## config.mk

```make
export PLATFORM = sky130hd
export DESIGN_NAME = mdio_master
export DESIGN_NICKNAME = d
export VERILOG_FILES = /design/src/rtl/mdio_pkg.sv /design/src/rtl/mdio_master_mdc_gen.sv /design/src/rtl/mdio_master.sv
export SDC_FILE = /design/constraint.sdc
export NUM_CORES = 1
export LEC_CHECK = 0
export CORE_UTILIZATION = 52
export CTS_CLUSTER_SIZE = 16
export DETAILED_ROUTE_END_ITERATION = 10
export GPL_TIMING_DRIVEN = 1
export PLACE_DENSITY = 0.91
export SLEW_MARGIN = 20
export SYNTH_ARGS = -nofsm -noshare
export SYNTH_HDL_FRONTEND = slang
export SYNTH_SLANG_ARGS = --single-unit
```

## constraint.sdc

```tcl
create_clock -name clk -period 1.85 [get_ports clk]
set_input_delay 0.37 -clock clk [delete_from_list [all_inputs] [get_ports clk]]
set_output_delay 0.37 -clock clk [all_outputs]
set_load 0.01 [all_outputs]
```

## src/rtl/mdio_pkg.sv

```systemverilog
// Shared MDIO master definitions: FSM states, ST/OP encodings and frame layout.
package mdio_pkg;

  typedef enum logic [2:0] {
    S_IDLE,
    S_PRE,
    S_HDR,
    S_TA,
    S_DATA,
    S_DONE
  } state_t;

  // Start-of-frame codes
  localparam logic [1:0] ST_C22   = 2'b01;
  localparam logic [1:0] ST_C45   = 2'b00;

  // Opcodes
  localparam logic [1:0] C22_RD   = 2'b10;
  localparam logic [1:0] C22_WR   = 2'b01;
  localparam logic [1:0] C45_ADDR = 2'b00;
  localparam logic [1:0] C45_WR   = 2'b01;
  localparam logic [1:0] C45_RD   = 2'b11;
  localparam logic [1:0] C45_PRIA = 2'b10;

  // Frame field offsets within T_DATA
  localparam int unsigned ST_MSB     = 31;
  localparam int unsigned ST_LSB     = 30;
  localparam int unsigned OP_MSB     = 29;
  localparam int unsigned OP_LSB     = 28;
  localparam int unsigned HDR_BITS   = 14;
  localparam int unsigned TA_BITS    = 2;
  localparam int unsigned FRAME_BITS = 32;

  // A frame is legal when its ST/OP pair names a defined Clause 22 or 45 operation.
  function automatic logic op_legal(input logic [1:0] st, input logic [1:0] op);
    logic ok;
    ok = 1'b0;
    case (st)
      ST_C22:  ok = (op == C22_RD) || (op == C22_WR);
      ST_C45:  ok = (op == C45_ADDR) || (op == C45_WR) || (op == C45_RD) || (op == C45_PRIA);
      default: ok = 1'b0;
    endcase
    return ok;
  endfunction

endpackage

```

## src/rtl/mdio_master_mdc_gen.sv

```systemverilog
// MDC generator: half-period of DIV clk cycles, low whenever disabled, with
// strobes marking the clk edge on which MDC is about to rise or fall.
module mdc_gen #(
  parameter int unsigned DIV = 1
) (
  input  logic clk,
  input  logic rst_n,
  input  logic en,
  output logic mdc,
  output logic mdc_rise,
  output logic mdc_fall
);

  localparam int unsigned CNT_W = (DIV < 2) ? 1 : $clog2(DIV);
  localparam logic [CNT_W-1:0] CNT_LAST = CNT_W'(DIV - 1);

  logic [CNT_W-1:0] cnt;
  logic             mdc_q;
  logic             tick;

  assign tick     = en && (cnt == CNT_LAST);
  assign mdc_rise = tick & ~mdc_q;
  assign mdc_fall = tick &  mdc_q;
  assign mdc      = mdc_q;

  // Half-period counter and MDC toggle; restarts from low phase on enable
  always_ff @(posedge clk or negedge rst_n) begin
    if (!rst_n) begin
      cnt   <= '0;
      mdc_q <= 1'b0;
    end else if (!en) begin
      cnt   <= '0;
      mdc_q <= 1'b0;
    end else if (tick) begin
      cnt   <= '0;
      mdc_q <= ~mdc_q;
    end else begin
      cnt   <= cnt + CNT_W'(1);
    end
  end

endmodule

```

## src/rtl/mdio_master.sv

```systemverilog
// MDIO management master: serialises preamble plus a 32-bit Clause 22/45
// frame onto MDC/MDIO, captures read data and flags TA/opcode errors.
module mdio_master #(
  parameter int unsigned DIV     = 1,
  parameter int unsigned PRE_LEN = 32
) (
  input  logic        clk,
  input  logic        rst,
  input  logic        MDIO_START,
  input  logic [31:0] T_DATA,
  input  logic        MDIO_IN,
  output logic        MDC,
  output logic        MDIO_OUT,
  output logic        MDIO_OE,
  output logic [15:0] RD_DATA,
  output logic        DATA_RDY,
  output logic        ERR
);

  import mdio_pkg::*;

  localparam int unsigned CW = $clog2(PRE_LEN + 33);
  // Bit index of the last bit in each phase, counted from the first preamble bit
  localparam logic [CW-1:0] PRE_LAST  = CW'((PRE_LEN == 0) ? 0 : PRE_LEN - 1);
  localparam logic [CW-1:0] HDR_LAST  = CW'(PRE_LEN + HDR_BITS - 1);
  localparam logic [CW-1:0] TA_LAST   = CW'(PRE_LEN + HDR_BITS + TA_BITS - 1);
  localparam logic [CW-1:0] DATA_LAST = CW'(PRE_LEN + FRAME_BITS - 1);

  state_t          state, state_nxt;
  logic            start_q;
  logic            launch;
  logic            legal;
  logic            mdc_en;
  logic            mdc_rise;
  logic            mdc_fall;
  logic [CW-1:0]   bit_cnt;
  logic [31:0]     tx_sr;
  logic            is_read;
  logic            err_q;
  logic [15:0]     rd_q;

  assign launch  = (state == S_IDLE) && MDIO_START && !start_q;
  assign legal   = op_legal(T_DATA[ST_MSB:ST_LSB], T_DATA[OP_MSB:OP_LSB]);
  assign RD_DATA = rd_q;
  assign ERR     = err_q;

  mdc_gen #(
    .DIV (DIV)
  ) u_mdc_gen (
    .clk      (clk),
    .rst_n    (rst),
    .en       (mdc_en),
    .mdc      (MDC),
    .mdc_rise (mdc_rise),
    .mdc_fall (mdc_fall)
  );

  // State register
  always_ff @(posedge clk or negedge rst) begin
    if (!rst) state <= S_IDLE;
    else      state <= state_nxt;
  end

  // Next-state and pad/handshake outputs; phases advance on MDC falling edges
  always_comb begin
    state_nxt = state;
    mdc_en    = 1'b0;
    MDIO_OE   = 1'b0;
    MDIO_OUT  = 1'b0;
    DATA_RDY  = 1'b0;
    case (state)
      S_IDLE: begin
        if (launch) begin
          if (!legal)            state_nxt = S_DONE;
          else if (PRE_LEN == 0) state_nxt = S_HDR;
          else                   state_nxt = S_PRE;
        end
      end
      S_PRE: begin
        mdc_en   = 1'b1;
        MDIO_OE  = 1'b1;
        MDIO_OUT = 1'b1;
        if (mdc_fall && bit_cnt == PRE_LAST) state_nxt = S_HDR;
      end
      S_HDR: begin
        mdc_en   = 1'b1;
        MDIO_OE  = 1'b1;
        MDIO_OUT = tx_sr[31];
        if (mdc_fall && bit_cnt == HDR_LAST) state_nxt = S_TA;
      end
      S_TA: begin
        mdc_en   = 1'b1;
        MDIO_OE  = !is_read;
        MDIO_OUT = !is_read & tx_sr[31];
        if (mdc_fall && bit_cnt == TA_LAST) state_nxt = S_DATA;
      end
      S_DATA: begin
        mdc_en   = 1'b1;
        MDIO_OE  = !is_read;
        MDIO_OUT = !is_read & tx_sr[31];
        if (mdc_fall && bit_cnt == DATA_LAST) state_nxt = S_DONE;
      end
      S_DONE: begin
        DATA_RDY  = 1'b1;
        state_nxt = S_IDLE;
      end
      default: state_nxt = S_IDLE;
    endcase
  end

  // Frame capture, bit counting, TA check and read-data shifting
  always_ff @(posedge clk or negedge rst) begin
    if (!rst) begin
      start_q <= 1'b0;
      tx_sr   <= '0;
      bit_cnt <= '0;
      is_read <= 1'b0;
      err_q   <= 1'b0;
      rd_q    <= '0;
    end else begin
      start_q <= MDIO_START;
      if (launch) begin
        tx_sr   <= T_DATA;
        bit_cnt <= '0;
        is_read <= legal & T_DATA[OP_MSB];
        err_q   <= !legal;
      end else begin
        if (mdc_rise && is_read) begin
          if (state == S_TA && bit_cnt == TA_LAST && MDIO_IN) err_q <= 1'b1;
          if (state == S_DATA) rd_q <= {rd_q[14:0], MDIO_IN};
        end
        if (mdc_fall) begin
          bit_cnt <= bit_cnt + CW'(1);
          // preamble bits are constant 1, so the frame shifter holds until HDR
          if (state != S_PRE) tx_sr <= {tx_sr[30:0], 1'b0};
        end
      end
    end
  end

endmodule

```

==> reports/results.tsv <==
stage	metric	value	unit
clocking	H-tree lvl count	3	
floorplan	I/O pin cnt	57	
setup_path	crit-path max cell delay	390	ps
pwr	Leak	1.94	nW
sta	final setup vio count	2	
pwr	total power density per cell area	1240	nW/um^2
outcome	run status	finished, violations left	
routing	Total Routed Length	6460	um
synth	Yosys Warn Count	0	
sta	final setup skew	10.9	ps
setup_path	register-to-register path setup slack	90	ps
setup_path	crit-path leading delay family	simple AND/OR/NAND/NOR gates	
synth	share of synthesized area occupied by flip-flops and latches	0.515	
clocking	Root Driver	sky130_fd_sc_hd__clkbuf_8	
layout	final non-filler cell total	415	
global_routing	pin count of the biggest net entering global routing	64	
setup_path	type of the setup path with the least slack	register to primary output	
setup_path	CP required	1480	ps
routing	Post-route DRC	0	
placed_design	final weighted congestion in routability-driven placement	0.840	
floorplan	Die Span Y	78.8	um
setup_path	element type at the critical path end	primary output	
synth	synthesized netlist cell count	269	
global_routing	number of antenna violations at the first check in global routing	0	
synth	Mapped Avg Cell Area	11.4	um^2
floorplan	overall die area	6200	um^2
global_routing	grt ovf	0	
sta	relative max-transition margin	0.652	
synth	area share of the largest cell type after synthesis	0.515	
layout	area growth from synthesis to layout	31.3	%
floorplan	x dimension of the die	78.8	um
setup_path	worst path arrival time	1500	ps
sta	minimum clock period	1870	ps
clocking	maximum clock path buffer count	2	
layout	antenna cells	0	
clocking	clock tree from TritonCTS	built	
setup_path	cell at the slowest stage of the critical path	sky130_fd_sc_hd__dfrtp_1	
sta	final-layout setup total negative slack	-37.1	ps
placed_design	DPL Wire Length	4190	um
layout	total number of nets in the final design	376	
layout	Fill cells	399	
sta	setup repair after global routing missed its margin	yes	
synth	most used flip-flop cell after synthesis	sky130_fd_sc_hd__dfrtp_1	
routing	Via-to-Cell Ratio	5.39	
clocking	number of CTS-inserted buffers	9	
setup_path	number of buffers and inverters on the critical path	1	
synth	FF+latch count, synth	63	
synth	synth unique cells	50	
sta	count of final max-slew check failures	0	
layout	share of cells above drive strength 1	0.187	
hold_path	Worst Hold Class	input port to asynchronous set/reset pin	
setup_path	maximum fanout along the worst path	3	
clocking	clock slew seen by the registers of the worst setup and hold paths	70	ps
global_routing	Overall Global Routing Usage	0.225	
synth	EDFF count, synth	0	
synth	Post-synth ARST share	1.00	
sta	worst setup margin	-24.6	ps
routing	average detailed-routed wire length per instance	15.6	um
sta	worst-margin pin slew	517	ps
pwr	power after layout	4.97	mW
floorplan	placement row count	27	
placed_design	Buffers on Ports	56	
sta	maximum frequency from static timing analysis	0.533	GHz
flow_run	max-cap violation count	0	
synth	post-synth top area cell	sky130_fd_sc_hd__dfrtp_1	
global_routing	wire length of the first global-routing pass	10500	um
sta	final-layout worst hold slack	25.8	ps
routing	detailed router's first-iteration violation count	179	
synth	top cells by area in the synthesized netlist	sky130_fd_sc_hd__dfrtp_1, sky130_fd_sc_hd__mux2i_1, sky130_fd_sc_hd__nand2_1, sky130_fd_sc_hd__o21ai_1, sky130_fd_sc_hd__mux2_4	
sta	part of the cycle the worst path needs	1.01	
pwr	maximum VDD drop	0.000702	V
layout	share of the core filled with cells	0.717	
setup_path	critical-path cell list	or2_4, nor3_4, a31o_4, o21a_1, buf_2	
synth	Post-Synthesis Net Count	307	
routing	Pre-antenna DRT Iters	5	
outcome	violations in the final reports	setup timing	
sta	final hold vios	0	
global_routing	vias in the first global route	2145	
routing	remaining antenna violation count	0	
floorplan	core region area	5610	um^2
routing	total vias in the final route	2238	
clocking	clock latency on the worst-skew pair	340	ps
synth	cell area after synthesis	3060	um^2
setup_path	crit start category	register	
placed_design	number of placed instances with taps included	394	
floorplan	initial standard-cell utilization of the core	0.546	
clocking	CTS sink cnt	63	
==> where the power goes <==
part | internal [mW] | switching (mW) | leakage (nW)
Sequential | 1.81 | 0.287 | 0.812
Clock | 0.762 | 0.551 | 0.114
Combinational | 0.803 | 0.761 | 1.02
Total | 3.38 | 1.60 | 1.94
==> metrics by stage <==
stage / setup WS, ps / area [um^2]
6_report: -24.6 / 4020
5_1_grt: -73.0 / 4020
4_1_cts: -82.8 / 3960
3_5_place_dp: -210 / 3740
3_3_place_gp: -68.7 / 3740
2_1_floorplan: 163 / 3060
==> worst register-to-register path, stage by stage, from the launching register on <==
cell and delay (ps):
sky130_fd_sc_hd__dfrtp_1 410, sky130_fd_sc_hd__ha_1 230, sky130_fd_sc_hd__nand4bb_1 140, sky130_fd_sc_hd__or4b_1 550, sky130_fd_sc_hd__o22ai_1 190, sky130_fd_sc_hd__o211ai_1 110
==> cells by family (layout without fill, tap and decap cells) <==
family / after synthesis / in the layout / synth area share
and+or+nand+nor: 81 / 81 / 0.150
other: 1 / 1 / 0.00122
buffers and inverters: 19 / 93 / 0.0384
muxes: 48 / 48 / 0.176
xor gates and xnor gates: 5 / 5 / 0.0143
AOI/OAI and AO/OA: 50 / 50 / 0.0980
DFF: 63 / 63 / 0.515
adders and majority gates: 2 / 2 / 0.00817
==> registers in the layout (all words and copies together) (netlist names) <==
signal and cells:
ERR 1, RD_DATA 16, bit_cnt 7, is_read 1
start_q 1, state 3, tx_sr 32, u_mdc_gen.cnt 1
u_mdc_gen.mdc 1
==> per-layer routing <==
metal,part of all wire,track usage,wire length [um]
met1,0.45,0.292,2920
met2,0.48,0.359,3130
met3,0.038,0.0402,245
met4,0.025,0.119,161
met5,0,0,0
==> placed cells by master (no fill, tap or decap), types with 2 or more instances in the layout <==
cell	instances
sky130_fd_sc_hd__o21ai_0	5
sky130_fd_sc_hd__xor2_1	2
sky130_fd_sc_hd__ha_1	2
sky130_fd_sc_hd__buf_6	3
sky130_fd_sc_hd__nor2b_1	3
sky130_fd_sc_hd__dfrtp_1	63
sky130_fd_sc_hd__mux2_2	6
sky130_fd_sc_hd__clkbuf_8	9
sky130_fd_sc_hd__nand3_1	7
sky130_fd_sc_hd__buf_4	13
sky130_fd_sc_hd__nor4_1	2
sky130_fd_sc_hd__o21ai_4	2
sky130_fd_sc_hd__mux2i_1	32
sky130_fd_sc_hd__o21a_1	2
sky130_fd_sc_hd__mux2_4	10
sky130_fd_sc_hd__nand4b_1	3
sky130_fd_sc_hd__buf_2	2
sky130_fd_sc_hd__xnor2_1	3
sky130_fd_sc_hd__clkinv_2	2
sky130_fd_sc_hd__nand2_1	42
sky130_fd_sc_hd__nor3b_1	2
sky130_fd_sc_hd__buf_12	3
sky130_fd_sc_hd__clkinv_4	2
sky130_fd_sc_hd__o211ai_1	3
sky130_fd_sc_hd__inv_1	3
sky130_fd_sc_hd__bufinv_16	2
sky130_fd_sc_hd__nor2_1	4
sky130_fd_sc_hd__o21ai_1	31
sky130_fd_sc_hd__clkdlybuf4s50_1	52
==> synthesized netlist by cell type, types with 2 or more instances <==
master / n
sky130_fd_sc_hd__dfrtp_1: 63
sky130_fd_sc_hd__nand2_1: 42
sky130_fd_sc_hd__mux2i_1: 32
sky130_fd_sc_hd__o21ai_1: 31
sky130_fd_sc_hd__mux2_4: 10
sky130_fd_sc_hd__nand3_1: 7
sky130_fd_sc_hd__buf_2: 6
sky130_fd_sc_hd__mux2_2: 6
sky130_fd_sc_hd__o21ai_0: 5
sky130_fd_sc_hd__buf_4: 4
sky130_fd_sc_hd__nor2_1: 4
sky130_fd_sc_hd__buf_6: 3
sky130_fd_sc_hd__inv_1: 3
sky130_fd_sc_hd__nand4b_1: 3
sky130_fd_sc_hd__nor2b_1: 3
sky130_fd_sc_hd__o211ai_1: 3
sky130_fd_sc_hd__xnor2_1: 3
sky130_fd_sc_hd__clkbuf_1: 2
sky130_fd_sc_hd__ha_1: 2
sky130_fd_sc_hd__nor3_1: 2
sky130_fd_sc_hd__nor3b_1: 2
sky130_fd_sc_hd__nor4_1: 2
sky130_fd_sc_hd__o21a_1: 2
sky130_fd_sc_hd__o21ai_4: 2
sky130_fd_sc_hd__xor2_1: 2
==> worst paths after layout <==
path                                        start                      to  cells past startpoint
max                          state[0]$_DFFE_PN0P_                MDIO_OUT                      5
min                                           rst  RD_DATA[7]$_DFFE_PN0P_                      2
max reg2reg                bit_cnt[0]$_DFFE_PN0P_    state[0]$_DFFE_PN0P_                      5
min reg2reg                  tx_sr[0]$_DFFE_PN0P_    tx_sr[0]$_DFFE_PN0P_                      2
max in group asynchronous                     rst   tx_sr[29]$_DFFE_PN0P_                      2
min in group clk                       MDIO_START       start_q$_DFF_PN0_                      1
==> repair_timing <==
item | CTS | global route
endpoints found under the hold margin | 0 | 0
buffers inserted | 0 | 5
pin swaps | 2 | 2
gates resized for setup | 11 | 5
hold buffers | 0 | 0
endpoints found under the setup margin | 3 | 2
==> cell type report <==
class / instances / area, um^2 / area share
sequential: 63 / 1580 / 0.392
multi-input combinational: 187 / 1390 / 0.346
timing repair buffer: 74 / 731 / 0.182
clock buffer: 9 / 124 / 0.0308
inverter: 3 / 11.3 / 0.00280
clock inverter: 7 / 96.3 / 0.0240
tap: 72 / 90.1 / 0.0224
No activity file was read; power rests on OpenSTA's default activity.
